--- config.mk ---
export PLATFORM = sky130hd
export DESIGN_NAME = quad_decoder
export DESIGN_NICKNAME = d
export VERILOG_FILES = /design/src/rtl/quad_pkg.sv /design/src/rtl/quad_filter.sv /design/src/rtl/quad_decoder.sv
export SDC_FILE = /design/constraint.sdc
export NUM_CORES = 1
export LEC_CHECK = 0
export ABC_AREA = 1
export CORE_ASPECT_RATIO = 2
export CORE_MARGIN = 5
export CORE_UTILIZATION = 46
export DETAILED_ROUTE_END_ITERATION = 10
export HOLD_SLACK_MARGIN = 0.05
export PLACE_DENSITY = 0.8
export SYNTH_ARGS = -nofsm -noshare
export SYNTH_HDL_FRONTEND = slang
export SYNTH_SLANG_ARGS = --single-unit
export TNS_END_PERCENT = 1
--- constraint.sdc ---
create_clock -name clk -period 3.95 [get_ports clk]
set_input_delay 0.5925 -clock clk [delete_from_list [all_inputs] [get_ports clk]]
set_output_delay 0.5925 -clock clk [all_outputs]
set_load 0.02 [all_outputs]
--- src/rtl/quad_pkg.sv ---
// Shared decode constants and helpers for the quadrature decoder and its input filters.
// Pure declarations: no logic, no latency.
package quad_pkg;

    localparam int MODE_X1 = 1;
    localparam int MODE_X2 = 2;
    localparam int MODE_X4 = 4;

    // Next AB state in the forward (+1) Gray sequence 00 -> 01 -> 11 -> 10 -> 00.
    function automatic logic [1:0] quad_fwd(input logic [1:0] ab);
        logic [1:0] nxt;
        case (ab)
            2'b00:   nxt = 2'b01;
            2'b01:   nxt = 2'b11;
            2'b11:   nxt = 2'b10;
            default: nxt = 2'b00;
        endcase
        return nxt;
    endfunction

    // Filter counter width, $clog2(FILTER_LEN+1), evaluated per instance.
    function automatic int filt_cnt_w(input int filter_len);
        return (filter_len < 1) ? 1 : $clog2(filter_len + 1);
    endfunction

endpackage

--- src/rtl/quad_filter.sv ---
// Two-flop synchroniser plus stable-count glitch filter for one encoder pin.
// Latency: 2 sync cycles plus FILTER_LEN stable cycles; no backpressure.
module quad_filter
    import quad_pkg::*;
#(
    parameter int FILTER_LEN = 4,
    parameter bit REST       = 1'b1
) (
    input  logic clk,
    input  logic rst,
    input  logic i_raw,
    output logic o_filt
);

    localparam int              CW   = filt_cnt_w(FILTER_LEN);
    localparam logic [CW-1:0]   LAST = CW'(FILTER_LEN - 1);

    logic          r_sync1;
    logic          r_sync2;
    logic          r_filt;
    logic [CW-1:0] r_cnt;

    always_ff @(posedge clk) begin
        if (rst) begin
            r_sync1 <= REST;
            r_sync2 <= REST;
            r_filt  <= REST;
            r_cnt   <= '0;
        end else begin
            r_sync1 <= i_raw;
            r_sync2 <= r_sync1;
            // Any cycle where the synchronised level agrees restarts the stability count.
            if (r_sync2 == r_filt) begin
                r_cnt <= '0;
            end else if (r_cnt == LAST) begin
                r_filt <= r_sync2;
                r_cnt  <= '0;
            end else begin
                r_cnt <= r_cnt + CW'(1);
            end
        end
    end

    assign o_filt = r_filt;

endmodule

--- src/rtl/quad_decoder.sv ---
// Quadrature decoder: filtered A/B -> 1x/2x/4x position count with wrap/saturate and preload.
// Latency: pin to outputs FILTER_LEN+3 cycles, load to value 1 cycle; no backpressure.
module quad_decoder
    import quad_pkg::*;
#(
    parameter int               WIDTH       = 8,
    parameter int               FILTER_LEN  = 4,
    parameter int               MODE        = 1,
    parameter bit               SATURATE    = 1'b0,
    parameter bit               REST_A      = 1'b1,
    parameter bit               REST_B      = 1'b1,
    parameter logic [WIDTH-1:0] RESET_VALUE = '0
) (
    input  logic             clk,
    input  logic             rst,
    input  logic             a_in,
    input  logic             b_in,
    input  logic             load,
    input  logic [WIDTH-1:0] load_value,
    output logic [WIDTH-1:0] value,
    output logic             step,
    output logic             dir,
    output logic             sat,
    output logic             err
);

    generate
        if (MODE != MODE_X1 && MODE != MODE_X2 && MODE != MODE_X4) begin : g_bad_mode
            $error("quad_decoder: MODE must be 1, 2 or 4");
        end
        if (WIDTH < 2) begin : g_bad_width
            $error("quad_decoder: WIDTH must be at least 2");
        end
        if (FILTER_LEN < 1) begin : g_bad_filter
            $error("quad_decoder: FILTER_LEN must be at least 1");
        end
    endgenerate

    localparam logic [WIDTH-1:0] MAX_VAL = '1;

    logic             w_a_filt;
    logic             w_b_filt;
    logic [1:0]       w_cur;
    logic [1:0]       w_diff;
    logic             w_illegal;
    logic             w_fwd;
    logic             w_count;
    logic             w_at_limit;

    logic [1:0]       r_prev;
    logic [WIDTH-1:0] r_value;
    logic             r_step;
    logic             r_dir;
    logic             r_sat;
    logic             r_err;

    quad_filter #(.FILTER_LEN(FILTER_LEN), .REST(REST_A)) u_filt_a (
        .clk    (clk),
        .rst    (rst),
        .i_raw  (a_in),
        .o_filt (w_a_filt)
    );

    quad_filter #(.FILTER_LEN(FILTER_LEN), .REST(REST_B)) u_filt_b (
        .clk    (clk),
        .rst    (rst),
        .i_raw  (b_in),
        .o_filt (w_b_filt)
    );

    assign w_cur     = {w_a_filt, w_b_filt};
    assign w_diff    = w_cur ^ r_prev;
    assign w_illegal = &w_diff;
    assign w_fwd     = (quad_fwd(r_prev) == w_cur);

    // Resolution selects which legal transitions produce a count; X1 counts A rising only.
    always_comb begin
        w_count = 1'b0;
        if (!w_illegal && (w_diff != 2'b00)) begin
            case (MODE)
                MODE_X4: w_count = 1'b1;
                MODE_X2: w_count = w_diff[1];
                default: w_count = w_diff[1] & w_cur[1];
            endcase
        end
    end

    assign w_at_limit = SATURATE && (w_fwd ? (r_value == MAX_VAL) : (r_value == '0));

    always_ff @(posedge clk) begin
        if (rst) begin
            r_prev  <= {REST_A, REST_B};
            r_value <= RESET_VALUE;
            r_step  <= 1'b0;
            r_dir   <= 1'b0;
            r_sat   <= 1'b0;
            r_err   <= 1'b0;
        end else begin
            r_prev <= w_cur;
            r_err  <= w_illegal;
            r_step <= 1'b0;
            r_sat  <= 1'b0;
            // Preload wins outright: a coincident count leaves no trace on step/dir/sat.
            if (load) begin
                r_value <= load_value;
            end else if (w_count) begin
                r_step <= 1'b1;
                r_dir  <= w_fwd;
                if (w_at_limit) begin
                    r_sat <= 1'b1;
                end else if (w_fwd) begin
                    r_value <= r_value + WIDTH'(1);
                end else begin
                    r_value <= r_value - WIDTH'(1);
                end
            end
        end
    end

    assign value = r_value;
    assign step  = r_step;
    assign dir   = r_dir;
    assign sat   = r_sat;
    assign err   = r_err;

endmodule

# After elaboration in Yosys (flattened, before gate mapping)

Index checks and enable logic that the tools add are counted.

Bits in registers: 25

$add $sub $neg: 4
Equality and inequality tests: 7
Multiplexer cells: 6
Bitwise operators: 5
Reductions and logical operators: 12

Operator list:

| cell                                                                   | count |
|---|---|
| 8-bit 2-to-1 mux                                                       | 3 |
| 8-bit by 1-bit adder with 8-bit output (second input constant)         | 1 |
| 2-bit AND reduction                                                    | 4 |
| 8-bit by 1-bit subtractor with 8-bit output (second input constant)    | 1 |
| 3-bit by 1-bit adder with 3-bit output (second input constant)         | 2 |
| 3-bit by 2-bit equality test with 1-bit output (second input constant) | 2 |
| 2-bit one-hot mux with 3 select lines                                  | 1 |
| 3-bit OR reduction                                                     | 2 |
| 2-bit nonzero test                                                     | 2 |
| 1-bit inverter                                                         | 3 |
| 1-bit equality test                                                    | 2 |
| 2-bit by 1-bit equality test with 1-bit output (second input constant) | 1 |
| 2-bit equality test                                                    | 1 |
| 2-bit equality test (second input constant)                            | 1 |
| 2-bit zero test                                                        | 1 |
| 1-bit 2-to-1 mux                                                       | 2 |
| 2-bit OR reduction                                                     | 1 |
| 2-bit bitwise XOR                                                      | 1 |
| 1-bit AND                                                              | 1 |
| 1-bit logical AND                                                      | 1 |
| 1-bit zero test                                                        | 1 |

# Logic depth before layout (Yosys ltp)

Gate-level depths: netlist (run 1).

Depth in word-level cells: 7
Mapped depth: 15
Gate-level depth less buffers: 15

# By module

Synthesis (run 1) repeated with hierarchy kept, for this count alone.

Cell total of the unflattened synthesis: 184
Area total of the unflattened synthesis: 1392.6 µm²

Modules (own cells, without submodules):

| module       | times used | cells each | area each (µm²) |
|---|---|---|---|
| quad_decoder | 1          | 138        | 957.2 |
| quad_filter  | 2          | 23         | 217.7 |

# Least setup slack after synthesis (run 1)

Ideal clock, no wire load.

Kind: register to register
Start: register u_filt_a.r_filt, in the netlist u_filt_a.o_filt
End: register r_value[7], in the netlist value[7]
Library setup time: 0.058 ns
Arrival: 1.582 ns
Required time: 3.892 ns
Slack: 2.310 ns
Cell stages (with the launch flop): 14
Clock period less this slack: 1.640 ns
Path through: dfxtp_1 -> inv_1 -> nand2_1 -> nand2_4 -> nand2_4 -> ha_1 -> or2_1 -> nand2_1 -> nor2_1 -> nor2_1 -> nand2_1 -> nand2_1 -> nand2_1 -> nand2_1

Cells in the longest elaborated chain, start to end: 6

Ends and longest elaborated chain:

| element                             | RTL line            | source |
|---|---|---|
| start, declared                     | quad_filter.sv:20   | `logic r_filt;` |
| start signal, assigned              | quad_filter.sv:36   | `r_filt <= r_sync2;` |
| 2-bit bitwise XOR                   | quad_decoder.sv:72  | `assign w_diff = w_cur ^ r_prev;` |
| 2-bit AND reduction                 | quad_decoder.sv:73  | `assign w_illegal = &w_diff;` |
| 1-bit zero test                     | quad_decoder.sv:79  | `if (!w_illegal && (w_diff != 2'b00)) begin` |
| 1-bit logical AND                   | quad_decoder.sv:79  |  |
| 1-bit 2-to-1 mux                    | quad_decoder.sv:79  |  |
| 2-bit nonzero test (no source line) | --                  |  |
| end signal, assigned                | quad_decoder.sv:105 | `r_value <= load_value;` |
| end signal, assigned                | quad_decoder.sv:112 | `r_value <= r_value + WIDTH'(1);` |
| end signal, assigned                | quad_decoder.sv:114 | `r_value <= r_value - WIDTH'(1);` |
| end, declared                       | quad_decoder.sv:51  | `logic [WIDTH-1:0] r_value;` |

Parallel ways exist; a longest one is shown, timed or not. The select of a mux whose other input is x is not followed.
A chain may end at the register's enable or synchronous reset.

# Worst setup path in the final report (run 1)

Start: register r_value[0], in the netlist value[0]
End: output port value[0]

RTL lines:

| element       | RTL line           | source |
|---|---|---|
| end, declared | quad_decoder.sv:20 | `output logic [WIDTH-1:0] value,` |

No word-level cell between the ends.

==> results of run 1 <==
## registers in the layout, summed over array words and instances (netlist names)
name and flops:
u_filt_a.o_filt 1, r_prev 2, u_filt_a.r_cnt 3, u_filt_a.r_sync2 1
u_filt_b.r_cnt 3, u_filt_b.r_sync1 1, u_filt_b.o_filt 1, err 1
step 1, u_filt_b.r_sync2 1, value 8, dir 1
u_filt_a.r_sync1 1
## per-layer routing
layer | wire [um] | track usage [%] | part of all wire, %
met2 | 1750 | 32.4 | 60
met1 | 1000 | 13.2 | 34
met3 | 86 | 2.74 | 3.0
met4 | 74 | 7.35 | 2.5
met5 | 0 | 0 | 0
## power by group through the flow
stage,sequential (W),clock [W],combinational [W]
2_1_floorplan,0.000276,0,0.0000553
3_5_place_dp,0.000272,0,0.0000922
6_report,0.000266,0.000144,0.0000918
5_1_grt,0.000267,0.000159,0.000105
3_3_place_gp,0.000272,0,0.0000910
4_1_cts,0.000266,0.000148,0.0000930
## cell families (layout without fill, tap and decap cells)
kind of cell / count (synthesis) / in the layout
and+or+nand+nor: 95 / 95
AOI/OAI and AO/OA: 21 / 21
xor gates and xnor gates: 2 / 2
buffers and inverters: 30 / 54
DFF: 25 / 25
other: 1 / 1
adders and majority gates: 14 / 14
## path summary, 6_finish.rpt
| kind | slack, ns | cells after the start | endpoint | start |
|---|---|---|---|---|
| max | 2.00 | 1 | value[0] | value[0] |
| min | 0.42 | 1 | u_filt_b.r_cnt[0] | u_filt_b.r_cnt[0] |
| min reg2reg | 0.42 | 1 | u_filt_b.r_cnt[0] | u_filt_b.r_cnt[0] |
| max reg2reg | 2.01 | 13 | value[7] | u_filt_a.o_filt |
## stage by stage
stage / area [um^2] / hold slack (ns) / std cells / worst slack, ns / total power [W]
2_1_floorplan: 1380 / 0.389 / 188 / 2.31 / 0.000331
3_3_place_gp: 1620 / 0.397 / 238 / 1.97 / 0.000363
3_5_place_dp: 1620 / 0.401 / 238 / 1.95 / 0.000364
4_1_cts: 1670 / 0.425 / 242 / 1.98 / 0.000507
5_1_grt: 1670 / 0.434 / 242 / 1.84 / 0.000531
6_report: 1670 / 0.418 / 242 / 2.00 / 0.000502
## placed cells by master (no fill, tap or decap), types with 2 or more instances in the layout
cell | Yosys | layout
nand2_4 | 2 | 2
nand3_1 | 9 | 9
a21oi_1 | 6 | 6
o21ai_0 | 5 | 5
nand2_2 | 5 | 5
inv_1 | 21 | 21
or2_2 | 5 | 5
ha_1 | 13 | 13
nand4_1 | 2 | 2
clkdlybuf4s50_1 | 0 | 23
a31oi_1 | 3 | 3
nor2_1 | 16 | 16
clkbuf_8 | 0 | 3
nand2_1 | 53 | 53
dfxtp_1 | 25 | 25
o21ai_1 | 3 | 3
inv_2 | 5 | 5
a22o_1 | 4 | 4
xor2_1 | 2 | 2
## layout make-up
cell class | count | area share [%]
Clock buffer | 4 | 2.70
Inverter | 27 | 6.15
Multi-Input combinational cell | 133 | 45.1
Sequential cell | 25 | 30.0
Tap cell | 30 | 2.25
Timing Repair Buffer | 23 | 13.8
==> impl_metrics.json, run 1 <==
{
  "yosysMostFrequentCell": "nand2_1",
  "routed_wl_um": 2910,
  "final_util_pct": 57.4,
  "synth_compound_area_share_pct": 9.01,
  "grt_max_degree": 14,
  "worstPathMaxFanout": 5,
  "slowest_stage": "clkdlybuf4s50_1",
  "intPower_w": 0.000374,
  "hold_viol_final": 0,
  "vias_per_cell": 4.98,
  "fin_skew_ns": 0.00546,
  "cp-end-kind": "output port",
  "drv_cap": 0,
  "cp_slowest_stage_delay_ns": 0.65,
  "finalSetupViolations": 0,
  "startpoint_type": "flop",
  "antenna_cells": 0,
  "synthCells": 188,
  "yosys-top-cells-count": "nand2_1 (53), dfxtp_1 (25), inv_1 (21)",
  "synth_top_family_by_area": "simple AND/OR/NAND/NOR gates",
  "drt-initial-drc-count": 20,
  "yosysSeqAreaShare_pct": 36.4,
  "grt_usage_pct": 15.5,
  "crit_family": "buffers and inverters",
  "synth_warnings": 0,
  "pin_count": 25,
  "p_per_area_mw_per_mm2": 301,
  "synth_top_area_share_pct": 36.4,
  "antenna_found_initial": 0,
  "ant_nets": 0,
  "grt_first_pass_wirelength_um": 5250,
  "hold_buffers": 0,
  "die_area_mm2": 0.00425,
  "wl_per_cell_um": 12.0,
  "cp_data_arrival_time_ns": 1.36,
  "fmax_mhz": 512,
  "critical_path_class": "reg2out",
  "placementRows": 28,
  "hold_class": "reg2reg",
  "ys_ff_latch": 25,
  "rsz0062_at_grt": "false",
  "ys_top_cells_by_area": "dfxtp_1 (36%), nand2_1 (14%), ha_1 (12%)",
  "syn2layout_area_growth_pct": 21.4,
  "synth.area.mux_share_pct": 0,
  "synth_fa_ha_area_share_pct": 13.3,
  "fin_nets": 240,
  "overflow": 0,
  "period_minus_slack_ns": 1.95,
  "synth_flop_cell": "dfxtp_1",
  "insertion_delay_ns": 0.26,
  "coreArea_mm2": 0.00291,
  "cts-htree-levels": 1,
  "setup-tns-final_ns": 0,
  "ir_worst_vdd_mv": 0.140,
  "worstPathCellList": "clkdlybuf4s50_1",
  "die_width_um": 48.7,
  "cts_resized": 0,
  "ys_async_sr_fraction_pct": 0,
  "clk_pin_slew_worst_paths_ns": 0.08,
  "synth_edf_count": 0,
  "place.gp.congestion": 0.842,
  "postSynthAreaPerCell_um2": 7.31,
  "finalCritPeriodShare_pct": 49.4,
  "clk_path_buf_depth": 2,
  "drcViolationCount": 0,
  "numCtsBuffers": 3,
  "clkPwrFrac_pct": 28.8,
  "status": "finished, final reports clean",
  "cts.sinks": 25,
  "combinationalPowerShare_pct": 18.3,
  "multi_input_area_um2": 753,
  "die_h_um": 87.3,
  "yosys.area.top_type": "dfxtp_1",
  "initial_core_util_pct": 47.3,
  "swShare_pct": 25.5,
  "cts_setup_buffers": 0,
  "n_fill_cell": 287,
  "dpl.hpwl_um": 2430,
  "synth_simple_gate_area_share_pct": 30.9,
  "leakagePower_nw": 0.796,
  "crit_required_ns": 3.36,
  "route.vias.total": 1204,
  "cts_tree": "yes",
  "net-switching-power_w": 0.000128,
  "seqPwrFrac_pct": 52.9,
  "numPortBuffers": 23,
  "synth_fp_nets": 215,
  "first_pass_iters": 4,
  "cts-root-buf": "clkbuf_8",
  "netlist_area_mm2": 0.00138,
  "worst-path-buf-inv": 1,
  "yosys.area_share.xor_xnor_pct": 1.27,
  "drv_slew": 0,
  "drive_gt1_share_pct": 10.8,
  "netlist-cell-type-count": 25,
  "register_area_um2": 500,
  "grt_pass1_vias": 1315
}
(Power assumes the default switching activity.)
==> inputs of run 2 (changes only) <==
- clock period: 3.95 -> 1.8 ns (I/O delays scaled with it)
==> run 2 against run 1 <==
Compared with the run above:
- global-route usage fell by 0.63 points
- combinational power up 140%
- design area rose by 9.6%
- wire length is 5.7% higher
- critical endpoint is now value[2]
- utilization up 5.5 points
- clock power up 120%
- critical path type is now reg2reg
- total power rose by 130%
- largest cell class unchanged
- sequential share of layout area down 2.2 points
- die area unchanged
- sequential cell count stayed put
==> impl_metrics.json, run 2 (synthesis results as in run 1) <==
{
  "status": "finished, final reports clean",
  "pin_count": 25,
  "overflow": 0,
  "drt-initial-drc-count": 19,
  "hold_class": "reg2reg",
  "n_fill_cell": 258,
  "net-switching-power_w": 0.000295,
  "register_area_um2": 508,
  "layout_commonest_cell": "nand2_1",
  "cts-root-buf": "clkbuf_8",
  "largest_register_ffs": 8,
  "leakagePower_nw": 0.830,
  "dp.cells": 241,
  "grt_max_degree": 14,
  "p_per_area_mw_per_mm2": 618,
  "final_util_pct": 62.9,
  "fin_cells": 249,
  "cts_tree": "yes",
  "layout_common_cells": "nand2_1 (47), clkdlybuf4s50_1 (23), dfxtp_1 (21)",
  "routed_wl_um": 3080,
  "die_h_um": 87.3,
  "grt_usage_pct": 14.9,
  "fin_nets": 247,
  "clkPwrFrac_pct": 28.5,
  "startpoint_type": "flop",
  "cp-end-kind": "flop",
  "coreArea_mm2": 0.00291,
  "intPower_w": 0.000836,
  "ir_worst_vdd_mv": 0.315,
  "seqPwrFrac_pct": 51.7,
  "drv_slew": 0,
  "fmax_mhz": 587,
  "hold_buffers": 0,
  "ant_nets": 0,
  "crit_required_ns": 1.95,
  "cp_data_arrival_time_ns": 1.86,
  "worstPathMaxFanout": 5,
  "multi_input_area_um2": 858,
  "insertion_delay_ns": 0.26,
  "cts.sinks": 25,
  "route.vias.total": 1275,
  "syn2layout_area_growth_pct": 33.0,
  "grt_first_pass_wirelength_um": 5020,
  "swShare_pct": 26.1,
  "first_pass_iters": 5,
  "setup-tns-final_ns": 0,
  "dpl.hpwl_um": 2410,
  "whs_ns": 0.416,
  "numPortBuffers": 23,
  "die_width_um": 48.7,
  "clk_pin_slew_worst_paths_ns": 0.08,
  "placementRows": 28,
  "place.gp.congestion": 0.841,
  "clk_path_buf_depth": 2,
  "combinationalPowerShare_pct": 19.8,
  "drive_gt1_share_pct": 21.9,
  "numCtsBuffers": 3,
  "antenna_found_initial": 0,
  "hold_viol_final": 0,
  "antenna_cells": 0,
  "period_minus_slack_ns": 1.70,
  "drv_cap": 0,
  "drcViolationCount": 0,
  "finalSetupViolations": 0,
  "grt_pass1_vias": 1233,
  "wl_per_cell_um": 12.4,
  "initial_core_util_pct": 47.3,
  "critical_path_class": "reg2reg",
  "die_area_mm2": 0.00425,
  "cts-htree-levels": 1,
  "fin_skew_ns": 0.00334,
  "finalCritPeriodShare_pct": 94.7,
  "vias_per_cell": 5.12
}
-- run 2: what timing repair did --
action,4_1_cts,5_1_grt
setup endpoints to repair,1,6
resized for setup,2,20
buffers inserted,0,3
gates cloned,0,1
pin swaps,0,9
-- run 2: power groups by stage --
stage,clock (W),sequential (W),combinational (W)
4_1_cts,0.000329,0.000584,0.000208
2_1_floorplan,0,0.000605,0.000121
6_report,0.000322,0.000585,0.000224
5_1_grt,0.000352,0.000587,0.000253
3_5_place_dp,0,0.000597,0.000207
3_3_place_gp,0,0.000596,0.000204
-- run 2: area by class of cell --
type	count	share of cell area [%]
flip-flops and latches	25	27.8
repair buffers	29	15.0
inverters	27	5.75
multi-input cells	134	46.9
clock buffers	4	2.46
well taps	30	2.05
-- run 2: per-layer routing --
layer  wire, um  part of all wire (%)  up-vias  GRT usage [%]
li1           -                     -      651              -
met1       1100                    36      591           13.2
met2       1750                    57       24           29.0
met3        109                   3.5        9           3.09
met4        114                   3.7        0           9.31
met5          0                     0        -              0
-- run 2: worst paths after layout --
kind,start,to,slack [ns],depth (start not counted)
hold / removal,u_filt_b.r_sync1,u_filt_b.r_sync2,0.42,1
setup / recovery,u_filt_b.o_filt,value[2],0.1,8
hold reg to reg,u_filt_b.r_sync1,u_filt_b.r_sync2,0.42,1
setup reg to reg,u_filt_b.o_filt,value[2],0.1,8
-- run 2: through the flow --
stage               area [um^2]  setup WS, ns  total power, W
finish                     1830        0.0955         0.00113
global route               1830       -0.0485         0.00119
detailed placement         1650     -0.000512        0.000804
global placement           1650        0.0438        0.000801
floorplan                  1380         0.160        0.000727
CTS                        1690        0.0122         0.00112
-- run 2: critical path, stage by stage, from the launching register on --
cell	delay (ns)
dfxtp_4	0.37
inv_2	0.07
nand2_2	0.06
nand2_4	0.11
nand2_4	0.09
fa_1	0.42
or2_2	0.31
nand3_1	0.09
a31oi_1	0.08
